File: src/rtl/multicycle_controller_pkg.sv
// Shared encodings for the multicycle MIPS control FSM: states, mux selects,
// opcode/funct values and ALU op codes.
package multicycle_controller_pkg;

    localparam int ALU_OP_WIDTH = 4;

    localparam logic [3:0] ALU_ADD = 4'd0;
    localparam logic [3:0] ALU_SUB = 4'd1;
    localparam logic [3:0] ALU_AND = 4'd2;
    localparam logic [3:0] ALU_OR  = 4'd3;
    localparam logic [3:0] ALU_XOR = 4'd4;
    localparam logic [3:0] ALU_NOR = 4'd5;
    localparam logic [3:0] ALU_SLT = 4'd6;
    localparam logic [3:0] ALU_SLL = 4'd7;
    localparam logic [3:0] ALU_SRL = 4'd8;
    localparam logic [3:0] ALU_SRA = 4'd9;

    typedef enum logic [3:0] {
        S_RESET  = 4'd0,
        S_FETCH  = 4'd1,
        S_DECODE = 4'd2,
        S_MEMADR = 4'd3,
        S_MEMRD  = 4'd4,
        S_MEMWB  = 4'd5,
        S_MEMWR  = 4'd6,
        S_EXEC   = 4'd7,
        S_ALUWB  = 4'd8,
        S_ITYPE  = 4'd9,
        S_IWB    = 4'd10,
        S_BRANCH = 4'd11,
        S_JUMP   = 4'd12,
        S_JAL    = 4'd13,
        S_JR     = 4'd14,
        S_HALT   = 4'd15
    } state_t;

    typedef enum logic [1:0] {
        CLS_ADD,
        CLS_SUB,
        CLS_FUNCT,
        CLS_OP
    } alu_cls_t;

    localparam logic [1:0] SRCA_PC = 2'b00;
    localparam logic [1:0] SRCA_A  = 2'b10;
    localparam logic [1:0] SRCA_B  = 2'b11;

    localparam logic [2:0] SRCB_B     = 3'b000;
    localparam logic [2:0] SRCB_FOUR  = 3'b001;
    localparam logic [2:0] SRCB_IMM   = 3'b010;
    localparam logic [2:0] SRCB_SHAMT = 3'b011;
    localparam logic [2:0] SRCB_IMM2  = 3'b100;

    localparam logic [1:0] PCSRC_ALU    = 2'b00;
    localparam logic [1:0] PCSRC_ALUOUT = 2'b01;
    localparam logic [1:0] PCSRC_JUMP   = 2'b11;

    localparam logic [1:0] REGDST_RT = 2'b00;
    localparam logic [1:0] REGDST_RD = 2'b01;
    localparam logic [1:0] REGDST_RA = 2'b10;

    localparam logic [1:0] M2R_ALUOUT = 2'b00;
    localparam logic [1:0] M2R_DATA   = 2'b01;
    localparam logic [1:0] M2R_PC     = 2'b10;

    localparam logic [1:0] BR_NONE = 2'b00;
    localparam logic [1:0] BR_BEQ  = 2'b01;
    localparam logic [1:0] BR_BNE  = 2'b10;

    localparam logic [5:0] OP_R     = 6'h00;
    localparam logic [5:0] OP_J     = 6'h02;
    localparam logic [5:0] OP_JAL   = 6'h03;
    localparam logic [5:0] OP_BEQ   = 6'h04;
    localparam logic [5:0] OP_BNE   = 6'h05;
    localparam logic [5:0] OP_ADDI  = 6'h08;
    localparam logic [5:0] OP_ADDIU = 6'h09;
    localparam logic [5:0] OP_SLTI  = 6'h0A;
    localparam logic [5:0] OP_ANDI  = 6'h0C;
    localparam logic [5:0] OP_ORI   = 6'h0D;
    localparam logic [5:0] OP_XORI  = 6'h0E;
    localparam logic [5:0] OP_LW    = 6'h23;
    localparam logic [5:0] OP_SW    = 6'h2B;

    localparam logic [5:0] FN_SLL  = 6'h00;
    localparam logic [5:0] FN_SRL  = 6'h02;
    localparam logic [5:0] FN_SRA  = 6'h03;
    localparam logic [5:0] FN_JR   = 6'h08;
    localparam logic [5:0] FN_ADD  = 6'h20;
    localparam logic [5:0] FN_ADDU = 6'h21;
    localparam logic [5:0] FN_SUB  = 6'h22;
    localparam logic [5:0] FN_SUBU = 6'h23;
    localparam logic [5:0] FN_AND  = 6'h24;
    localparam logic [5:0] FN_OR   = 6'h25;
    localparam logic [5:0] FN_XOR  = 6'h26;
    localparam logic [5:0] FN_NOR  = 6'h27;
    localparam logic [5:0] FN_SLT  = 6'h2A;

    // R-type ALU functs that execute through EXEC (jr is dispatched apart)
    function automatic logic funct_ok(input logic [5:0] fn);
        case (fn)
            FN_SLL, FN_SRL, FN_SRA,
            FN_ADD, FN_ADDU, FN_SUB, FN_SUBU,
            FN_AND, FN_OR, FN_XOR, FN_NOR,
            FN_SLT:  funct_ok = 1'b1;
            default: funct_ok = 1'b0;
        endcase
    endfunction

    function automatic logic is_shift(input logic [5:0] fn);
        is_shift = (fn == FN_SLL) || (fn == FN_SRL) || (fn == FN_SRA);
    endfunction

endpackage

File: src/rtl/multicycle_controller_if.sv
// Instruction fields in, datapath selects and enables out.
interface multicycle_controller_if;
    import multicycle_controller_pkg::*;

    logic [5:0]              Opcode;
    logic [5:0]              Funct;
    logic                    IorD;
    logic [1:0]              ALUSrcA;
    logic [2:0]              ALUSrcB;
    logic [1:0]              PCSrc;
    logic [1:0]              RegDst;
    logic [1:0]              MemtoReg;
    logic [1:0]              Branch;
    logic                    IRWrite;
    logic                    MemWrite;
    logic                    PCWrite;
    logic                    RegWrite;
    logic [ALU_OP_WIDTH-1:0] ALUControl;
    logic                    Illegal;

    modport master (
        input  Opcode, Funct,
        output IorD, ALUSrcA, ALUSrcB, PCSrc,
        output RegDst, MemtoReg, Branch,
        output IRWrite, MemWrite, PCWrite, RegWrite,
        output ALUControl, Illegal
    );

    modport slave (
        output Opcode, Funct,
        input  IorD, ALUSrcA, ALUSrcB, PCSrc,
        input  RegDst, MemtoReg, Branch,
        input  IRWrite, MemWrite, PCWrite, RegWrite,
        input  ALUControl, Illegal
    );

endinterface

File: src/rtl/multicycle_controller_alu_decoder.sv
// Maps the state's ALU class plus Opcode/Funct to an ALU operation code.
module multicycle_controller_alu_decoder
    import multicycle_controller_pkg::*;
(
    input  alu_cls_t                cls,
    input  logic [5:0]              opcode,
    input  logic [5:0]              funct,
    output logic [ALU_OP_WIDTH-1:0] alu_op
);

    always_comb begin
        alu_op = ALU_ADD;
        unique case (cls)
            CLS_ADD: alu_op = ALU_ADD;
            CLS_SUB: alu_op = ALU_SUB;
            CLS_FUNCT: begin
                case (funct)
                    FN_SUB, FN_SUBU: alu_op = ALU_SUB;
                    FN_AND:          alu_op = ALU_AND;
                    FN_OR:           alu_op = ALU_OR;
                    FN_XOR:          alu_op = ALU_XOR;
                    FN_NOR:          alu_op = ALU_NOR;
                    FN_SLT:          alu_op = ALU_SLT;
                    FN_SLL:          alu_op = ALU_SLL;
                    FN_SRL:          alu_op = ALU_SRL;
                    FN_SRA:          alu_op = ALU_SRA;
                    default:         alu_op = ALU_ADD;
                endcase
            end
            CLS_OP: begin
                case (opcode)
                    OP_ANDI: alu_op = ALU_AND;
                    OP_ORI:  alu_op = ALU_OR;
                    OP_XORI: alu_op = ALU_XOR;
                    OP_SLTI: alu_op = ALU_SLT;
                    default: alu_op = ALU_ADD;
                endcase
            end
        endcase
    end

endmodule

File: src/rtl/multicycle_controller.sv
// Multicycle MIPS control FSM. Define CONTROL_ILLEGAL_TRAP_EN to halt on
// unrecognised instructions instead of treating them as 2-cycle NOPs.
module multicycle_controller
    import multicycle_controller_pkg::*;
(
    input logic                  clk,
    input logic                  rstb,
    multicycle_controller_if.master ctl
);

`ifdef CONTROL_ILLEGAL_TRAP_EN
    localparam state_t ILL_NEXT = S_HALT;
`else
    localparam state_t ILL_NEXT = S_FETCH;
`endif

    state_t   state;
    alu_cls_t cls;

    function automatic state_t dispatch(
        input logic [5:0] op,
        input logic [5:0] fn
    );
        case (op)
            OP_R: begin
                if (fn == FN_JR)
                    dispatch = S_JR;
                else if (funct_ok(fn))
                    dispatch = S_EXEC;
                else
                    dispatch = ILL_NEXT;
            end
            OP_LW, OP_SW:       dispatch = S_MEMADR;
            OP_ADDI, OP_ADDIU,
            OP_ANDI, OP_ORI,
            OP_XORI, OP_SLTI:   dispatch = S_ITYPE;
            OP_BEQ, OP_BNE:     dispatch = S_BRANCH;
            OP_J:               dispatch = S_JUMP;
            OP_JAL:             dispatch = S_JAL;
            default:            dispatch = ILL_NEXT;
        endcase
    endfunction

    always_ff @(posedge clk or negedge rstb) begin
        if (!rstb) begin
            state <= S_RESET;
        end else begin
            unique case (state)
                S_RESET:  state <= S_FETCH;
                S_FETCH:  state <= S_DECODE;
                S_DECODE: state <= dispatch(ctl.Opcode, ctl.Funct);
                S_MEMADR: state <= (ctl.Opcode == OP_SW) ?
                                   S_MEMWR : S_MEMRD;
                S_MEMRD:  state <= S_MEMWB;
                S_EXEC:   state <= S_ALUWB;
                S_ITYPE:  state <= S_IWB;
                S_MEMWB,
                S_MEMWR,
                S_ALUWB,
                S_IWB,
                S_BRANCH,
                S_JUMP,
                S_JAL,
                S_JR:     state <= S_FETCH;
                S_HALT:   state <= S_HALT;
            endcase
        end
    end

    always_comb begin
        ctl.IorD     = 1'b0;
        ctl.ALUSrcA  = SRCA_PC;
        ctl.ALUSrcB  = SRCB_B;
        ctl.PCSrc    = PCSRC_ALU;
        ctl.RegDst   = REGDST_RT;
        ctl.MemtoReg = M2R_ALUOUT;
        ctl.Branch   = BR_NONE;
        ctl.IRWrite  = 1'b0;
        ctl.MemWrite = 1'b0;
        ctl.PCWrite  = 1'b0;
        ctl.RegWrite = 1'b0;
        cls          = CLS_ADD;
        unique case (state)
            S_FETCH: begin
                ctl.ALUSrcB = SRCB_FOUR;
                ctl.IRWrite = 1'b1;
                ctl.PCWrite = 1'b1;
            end
            S_DECODE: ctl.ALUSrcB = SRCB_IMM2;
            S_MEMADR: begin
                ctl.ALUSrcA = SRCA_A;
                ctl.ALUSrcB = SRCB_IMM;
            end
            S_MEMRD: ctl.IorD = 1'b1;
            S_MEMWB: begin
                ctl.MemtoReg = M2R_DATA;
                ctl.RegWrite = 1'b1;
            end
            S_MEMWR: begin
                ctl.IorD     = 1'b1;
                ctl.MemWrite = 1'b1;
            end
            S_EXEC: begin
                cls = CLS_FUNCT;
                if (is_shift(ctl.Funct)) begin
                    ctl.ALUSrcA = SRCA_B;
                    ctl.ALUSrcB = SRCB_SHAMT;
                end else begin
                    ctl.ALUSrcA = SRCA_A;
                end
            end
            S_ALUWB: begin
                ctl.RegDst   = REGDST_RD;
                ctl.RegWrite = 1'b1;
            end
            S_ITYPE: begin
                cls         = CLS_OP;
                ctl.ALUSrcA = SRCA_A;
                ctl.ALUSrcB = SRCB_IMM;
            end
            S_IWB: ctl.RegWrite = 1'b1;
            S_BRANCH: begin
                cls         = CLS_SUB;
                ctl.ALUSrcA = SRCA_A;
                ctl.PCSrc   = PCSRC_ALUOUT;
                ctl.Branch  = (ctl.Opcode == OP_BNE) ?
                              BR_BNE : BR_BEQ;
            end
            S_JUMP: begin
                ctl.PCSrc   = PCSRC_JUMP;
                ctl.PCWrite = 1'b1;
            end
            // PC already holds PC+4, so link and jump share one cycle
            S_JAL: begin
                ctl.RegDst   = REGDST_RA;
                ctl.MemtoReg = M2R_PC;
                ctl.RegWrite = 1'b1;
                ctl.PCSrc    = PCSRC_JUMP;
                ctl.PCWrite  = 1'b1;
            end
            S_JR: begin
                ctl.ALUSrcA = SRCA_A;
                ctl.PCWrite = 1'b1;
            end
            S_RESET, S_HALT: begin
            end
        endcase
    end

    multicycle_controller_alu_decoder u_alu_dec (
        .cls    (cls),
        .opcode (ctl.Opcode),
        .funct  (ctl.Funct),
        .alu_op (ctl.ALUControl)
    );

`ifdef CONTROL_ILLEGAL_TRAP_EN
    assign ctl.Illegal = (state == S_HALT);
`else
    assign ctl.Illegal = 1'b0;
`endif

endmodule

File: src/flat_wrapper.sv
// flat-port wrapper written by rule: the top's interface ports become plain ports
module multicycle_controller_flat import multicycle_controller_pkg::*;
  (clk, rstb, ctl_Opcode, ctl_Funct, ctl_IorD, ctl_ALUSrcA, ctl_ALUSrcB, ctl_PCSrc, ctl_RegDst, ctl_MemtoReg, ctl_Branch, ctl_IRWrite, ctl_MemWrite, ctl_PCWrite, ctl_RegWrite, ctl_ALUControl, ctl_Illegal);
  multicycle_controller_if ctl_i ();
  input logic clk;
  input logic rstb;
  input wire logic [$bits(ctl_i.Opcode)-1:0] ctl_Opcode;
  input wire logic [$bits(ctl_i.Funct)-1:0] ctl_Funct;
  output wire logic [$bits(ctl_i.IorD)-1:0] ctl_IorD;
  output wire logic [$bits(ctl_i.ALUSrcA)-1:0] ctl_ALUSrcA;
  output wire logic [$bits(ctl_i.ALUSrcB)-1:0] ctl_ALUSrcB;
  output wire logic [$bits(ctl_i.PCSrc)-1:0] ctl_PCSrc;
  output wire logic [$bits(ctl_i.RegDst)-1:0] ctl_RegDst;
  output wire logic [$bits(ctl_i.MemtoReg)-1:0] ctl_MemtoReg;
  output wire logic [$bits(ctl_i.Branch)-1:0] ctl_Branch;
  output wire logic [$bits(ctl_i.IRWrite)-1:0] ctl_IRWrite;
  output wire logic [$bits(ctl_i.MemWrite)-1:0] ctl_MemWrite;
  output wire logic [$bits(ctl_i.PCWrite)-1:0] ctl_PCWrite;
  output wire logic [$bits(ctl_i.RegWrite)-1:0] ctl_RegWrite;
  output wire logic [$bits(ctl_i.ALUControl)-1:0] ctl_ALUControl;
  output wire logic [$bits(ctl_i.Illegal)-1:0] ctl_Illegal;
  assign ctl_i.Opcode = ctl_Opcode;
  assign ctl_i.Funct = ctl_Funct;
  assign ctl_IorD = ctl_i.IorD;
  assign ctl_ALUSrcA = ctl_i.ALUSrcA;
  assign ctl_ALUSrcB = ctl_i.ALUSrcB;
  assign ctl_PCSrc = ctl_i.PCSrc;
  assign ctl_RegDst = ctl_i.RegDst;
  assign ctl_MemtoReg = ctl_i.MemtoReg;
  assign ctl_Branch = ctl_i.Branch;
  assign ctl_IRWrite = ctl_i.IRWrite;
  assign ctl_MemWrite = ctl_i.MemWrite;
  assign ctl_PCWrite = ctl_i.PCWrite;
  assign ctl_RegWrite = ctl_i.RegWrite;
  assign ctl_ALUControl = ctl_i.ALUControl;
  assign ctl_Illegal = ctl_i.Illegal;
  multicycle_controller u_core (.clk(clk), .rstb(rstb), .ctl(ctl_i));
endmodule
File: config.mk
export PLATFORM = sky130hd
export DESIGN_NAME = multicycle_controller_flat
export DESIGN_NICKNAME = d
export VERILOG_FILES = /design/src/rtl/multicycle_controller_pkg.sv /design/src/rtl/multicycle_controller_if.sv /design/src/rtl/multicycle_controller_alu_decoder.sv /design/src/rtl/multicycle_controller.sv /design/src/flat_wrapper.sv
export SDC_FILE = /design/constraint.sdc
export NUM_CORES = 1
export LEC_CHECK = 0
export BUFFER_PORTS_ARGS = -buffer_cell sky130_fd_sc_hd__buf_2
export CORE_MARGIN = 2
export CORE_UTILIZATION = 40
export DETAILED_ROUTE_END_ITERATION = 8
export GPL_ROUTABILITY_DRIVEN = 0
export GPL_TIMING_DRIVEN = 0
export MAX_ROUTING_LAYER = met4
export PLACE_DENSITY = 0.69
export SETUP_SLACK_MARGIN = 0.15
export SLEW_MARGIN = 20
export SYNTH_ARGS = -nofsm -noshare
export SYNTH_HDL_FRONTEND = slang
export SYNTH_HIERARCHICAL = 1
export SYNTH_SLANG_ARGS = --single-unit
File: constraint.sdc
create_clock -name clk -period 5.49 [get_ports clk]
set_input_delay 0.2745 -clock clk [delete_from_list [all_inputs] [get_ports clk]]
set_output_delay 0.2745 -clock clk [all_outputs]
set_load 0.02 [all_outputs]
==> results of run 1 <==
==> cell usage in the layout, fill, tap and decap left out, types with 2 or more instances in the layout <==
cell type and n:
nand2_1 12, o2111ai_1 2, dfrtp_1 4, nor2_1 16
clkbuf_4 3, buf_2 38, inv_1 5, nand3_1 5
nor3b_1 2, o21ai_0 4, a211oi_1 2, or3b_2 4
nand4_1 2, or3_1 5, a21oi_1 7, o21bai_1 2
nor2b_1 2, clkbuf_1 4, o21a_1 4, nand2b_1 7
buf_4 2, nor3_2 2, nor3_1 7, a211oi_2 2
==> stage by stage <==
step | area, µm² | worst slack, ps
CTS | 1080 | 2680
detailed placement | 1040 | 2950
global route | 1080 | 2410
finish | 1080 | 2660
global placement | 1040 | 3010
floorplan | 835 | 3180
==> final cells by class <==
class | instances | area [µm²] | area share
Sequential cell | 4 | 100 | 0.0930
Tap cell | 27 | 33.8 | 0.0314
Timing Repair Buffer | 36 | 185 | 0.172
Clock buffer | 3 | 22.5 | 0.0209
Buffer | 9 | 45.0 | 0.0419
Inverter | 6 | 22.5 | 0.0209
Multi-Input combinational cell | 106 | 667 | 0.620
==> power groups by stage <==
stage               Combinational, mW  Clock, mW  Sequential (mW)
global placement                0.265          0           0.0508
global route                    0.295     0.0373           0.0527
CTS                             0.267     0.0377           0.0507
floorplan                       0.193          0           0.0491
detailed placement              0.266          0           0.0509
finish                          0.268     0.0350           0.0510
==> logic make-up after synthesis <==
group / share of synthesized area
flops: 0.120
compound gates: 0.298
xor+xnor: 0.0105
buf+inv: 0.0809
mux: 0.0255
other cells: 0.00449
simple gates: 0.460
==> routing by layer <==
layer	wire length, µm	track usage	up-vias	share of wire
li1	-	-	543	-
met1	1110	0.254	495	0.46
met2	1220	0.342	19	0.51
met3	61	0.0182	2	0.025
met4	8	0.0787	0	0.0033
met5	0	-	-	0
==> worst max-delay path by stage <==
stage | startpoint | depth (start not counted) | end | slack (ps)
floorplan | u_core/state[3] | 7 | ctl_ALUControl[3] | 3180
global placement | u_core/state[3] | 9 | ctl_ALUControl[2] | 3010
finish | u_core/state[3] | 9 | ctl_ALUControl[2] | 2660
detailed placement | u_core/state[3] | 9 | ctl_ALUControl[2] | 2950
CTS | u_core/state[3] | 9 | ctl_ALUControl[2] | 2680
global route | u_core/state[3] | 9 | ctl_ALUControl[2] | 2410
==> worst max-delay path, cell delays in order (launching register included) <==
cell	delay, ps
dfrtp_1	300
buf_2	210
nand2b_1	70
clkbuf_1	200
nor2_1	230
o21a_1	220
or3b_2	480
a211oi_1	290
a311o_1	150
buf_2	160
==> impl_metrics.json, run 1 <==
{
  "instances_no_fill": 191,
  "rows": 16,
  "ff2ff_setup_slack_ps": 3990,
  "io_buffers": 35,
  "synth_top_area_share": 0.120,
  "synth_edf_count": 0,
  "dp.cells": 187,
  "yosysSeqAreaShare": 0.120,
  "skew_ps": 1.80,
  "drt_pass1_iterations": 4,
  "fin_crit_sh": 0.516,
  "slew_headroom": 0.677,
  "vdd_drop_max_mv": 0.251,
  "holdWs_ps": 328,
  "area_growth_pct": 28.9,
  "grt_pass1_vias": 909,
  "nFillCells": 219,
  "syn_nets": 139,
  "start_kind": "flip-flop",
  "min_path_type": "in -> reg",
  "largest-register": "u_core/state",
  "cts_tree": "built",
  "yosysMostFrequentCell": "nor2_1",
  "setup_viol": 0,
  "ys_ff_latch": 4,
  "grt_first_pass_wirelength_mm": 3.96,
  "reg.largest.list": "u_core/state (4)",
  "cts_hold_buf": 1,
  "endpoint_kind": "output pin",
  "htreeDepth": 1,
  "drv_slew": 0,
  "grt_max_degree": 11,
  "rsz0062_at_grt": "no",
  "fin_util": 0.548,
  "period_minus_slack_ps": 2830,
  "route.detailed.drc": 0,
  "crit_required_ps": 5220,
  "clock_path_buffers": 2,
  "wirelength_mm": 2.40,
  "synthTopCellsByCount": "nor2_1, nand2_1, a21oi_1, nand2b_1, nor3_1",
  "clock_latency_ps": 230,
  "worst_pin_slew_ps": 472,
  "fmax_mhz": 353,
  "antenna_found_initial": 0,
  "io_pins": 37,
  "finalSetupTns_ps": 0,
  "dieArea_mm2": 0.00247,
  "p_leak_nw": 0.492,
  "clkSinkCount": 4,
  "diodes": 0,
  "grt_usage": 0.204,
  "hold_path_depth": 2,
  "vias": 1059,
  "crit_fanout": 10,
  "power.internal_mw": 0.161,
  "syn_avg_cell_area_um2": 6.68,
  "avgRoutedWirePerCell_um": 12.6,
  "core_area_mm2": 0.00196,
  "power.share.clock": 0.099,
  "synth_top_area_cell": "dfrtp_1",
  "worstHoldStart": "ctl_Opcode[4]",
  "post_cts_buffers": 0,
  "grt-ovfl-total": 0,
  "net-switching-power_mw": 0.193,
  "fin_total_pwr_mw": 0.354,
  "finalHoldViolCount": 0,
  "drive_gt1_frac": 0.348,
  "numCtsBuffers": 3,
  "netlist_top_cells_area": "dfrtp_1, nor2_1, nand2_1, nand2b_1, a21oi_1",
  "yosys_warnings": 6,
  "ys.flop_type": "dfrtp_1",
  "outcome": "completed",
  "timing.rr.start": "u_core/state[2]",
  "route.antenna.remaining_nets": 0,
  "die_x_um": 49.7,
  "clkTransAtPathRegs_ps": 30,
  "p_comb_frac": 0.757,
  "p_seq_frac": 0.144,
  "r2r_end": "u_core/state[0]",
  "cts_resized": 0,
  "crit_arrival_ps": 2560,
  "synth_cell_types": 43,
  "via_per_inst": 5.54,
  "nNetsFinal": 180,
  "cap_viol_max_count": 0,
  "cts-root-buf": "clkbuf_4",
  "ff2ff_path_depth": 5,
  "path_class": "reg -> out",
  "die_h_um": 49.7,
  "swShare": 0.545,
  "syn_inst": 125,
  "powerDensity_mw_per_mm2": 329,
  "whs_endpoint": "u_core/state[1]",
  "synth.cell_area_um2": 835,
  "drt_iter0_drc": 29,
  "dpl.hpwl_mm": 1.87,
  "async_reset_ff_frac": 1.00,
  "start_util": 0.425,
  "largest_reg_flops": 4
}
Note: power is estimated with default switching activity, not from simulation.
==> run 2: changes to the inputs <==
- clock period: 5.49 -> 2.7 ns (I/O delays scaled with it)
==> run 2 against run 1 <==
Clock-buffer cell count unchanged. Largest cell class unchanged. Die area unchanged. Final cell count up 0.52%. Combinational power up 110%.
==> impl_metrics.json, run 2 (synthesis results as in run 1) <==
{
  "crit_required_ps": 2570,
  "cts-root-buf": "clkbuf_4",
  "avgRoutedWirePerCell_um": 12.5,
  "finalHoldViolCount": 0,
  "vdd_drop_max_mv": 0.528,
  "grt_max_degree": 11,
  "route.detailed.drc": 0,
  "pre_cts_ws_ps": 301,
  "crit_top_cell": "buf_2",
  "rsz0062_at_grt": "no",
  "die_x_um": 49.7,
  "largest-register": "u_core/state",
  "start_util": 0.425,
  "drv_slew": 0,
  "rows": 16,
  "fin_crit_sh": 0.885,
  "fmax_mhz": 419,
  "path_class": "reg -> out",
  "grt_first_pass_wirelength_mm": 3.97,
  "period_minus_slack_ps": 2390,
  "route.antenna.remaining_nets": 0,
  "worst_slack_ps": 311,
  "slew_headroom": 0.678,
  "dp.cells": 187,
  "via_per_inst": 5.54,
  "crit_slowest_cell": "or3b_2",
  "cts_tree": "built",
  "reg.largest.list": "u_core/state (4)",
  "clock_path_buffers": 2,
  "clkSinkCount": 4,
  "area_growth_pct": 32.1,
  "layout_common_cells": "buf_2, nor2_1, nand2_1",
  "antenna_found_initial": 0,
  "drive_gt1_frac": 0.382,
  "wirelength_mm": 2.40,
  "grt-ovfl-total": 0,
  "start_kind": "flip-flop",
  "crit_arrival_ps": 2250,
  "crit_fanout": 10,
  "drt_pass1_iterations": 4,
  "p_leak_nw": 0.506,
  "skew_ps": 1.79,
  "clock_latency_ps": 230,
  "drt_iter0_drc": 30,
  "holdWs_ps": 185,
  "largest_reg_flops": 4,
  "nNetsFinal": 181,
  "grt_pass1_vias": 912,
  "io_buffers": 35,
  "min_path_type": "in -> reg",
  "cp_top_family": "simple AND/OR/NAND/NOR gates",
  "powerDensity_mw_per_mm2": 669,
  "dpl.hpwl_mm": 1.87,
  "grt_usage": 0.205,
  "endpoint_kind": "output pin",
  "outcome": "completed",
  "die_h_um": 49.7,
  "diodes": 0,
  "cap_viol_max_count": 0,
  "core_area_mm2": 0.00196,
  "mostFrequentLayoutCell": "buf_2",
  "worst_pin_slew_ps": 470,
  "crit_path_max_incr_delay_ps": 480,
  "htreeDepth": 1,
  "numCtsBuffers": 3,
  "fin_util": 0.562,
  "dieArea_mm2": 0.00247,
  "path_buf_inv": 2,
  "io_pins": 37,
  "clkTransAtPathRegs_ps": 30,
  "instances_no_fill": 192,
  "finalSetupTns_ps": 0,
  "setup_viol": 0,
  "crit_chain": "buf_2 > nand2_1 > nor2_1 > o21a_1 > or3b_2 > a211oi_2 > a311o_1 > buf_2",
  "vias": 1064
}
run 2: what timing repair did:
item / CTS / global route
hold endpoints to repair: 4 / 0
hold buffers: 1 / 0
buffers inserted: 0 / 1
gates resized for setup: 3 / 8
pin swaps: 0 / 1
setup endpoints to repair: 1 / 4
run 2: worst reg2reg max path, delay by kind of cell, from the launching register on:
family          cells  cell delay, ps
buf+inv             1             190
simple gates        2             490
flops               1             390
compound gates      2             220
run 2: final timing paths:
check / depth (start not counted) / start / end / slack, ps
max: 8 / u_core/state[1] / ctl_ALUControl[2] / 310
min: 2 / ctl_Opcode[4] / u_core/state[1] / 180
max reg2reg: 5 / u_core/state[2] / u_core/state[0] / 1260
min reg2reg: 2 / u_core/state[0] / u_core/state[3] / 660
max in group asynchronous: 2 / rstb / u_core/state[1] / 2340
min in group asynchronous: 2 / rstb / u_core/state[2] / 240
run 2: through the flow:
step / area, µm² / power [mW]
after floorplan: 835 / 0.491
after global placement: 1040 / 0.642
after detailed placement: 1040 / 0.644
after CTS: 1090 / 0.729
after global routing: 1100 / 0.804
final: 1100 / 0.737
run 2: layer usage:
layer	up-vias	routed length (µm)	GRT usage
li1	542	-	-
met1	495	1070	0.254
met2	27	1240	0.353
met3	0	86	0.0152
met4	0	0	0.0648
met5	-	0	-
run 2: final cells by class:
cell class | instances | area [µm²]
inverters | 6 | 22.5
fillers | 215 | 860
clock buffers | 3 | 22.5
repair buffers | 37 | 193
well taps | 27 | 33.8
multi-input cells | 106 | 679
plain buffers | 9 | 51.3
flip-flops and latches | 4 | 100
run 2: report_power, final:
part	internal (mW)	total, mW	leakage, nW	switching, mW
logic	0.206	0.562	0.442	0.356
registers	0.0846	0.104	0.0509	0.0195
clock network	0.0495	0.0712	0.0138	0.0216
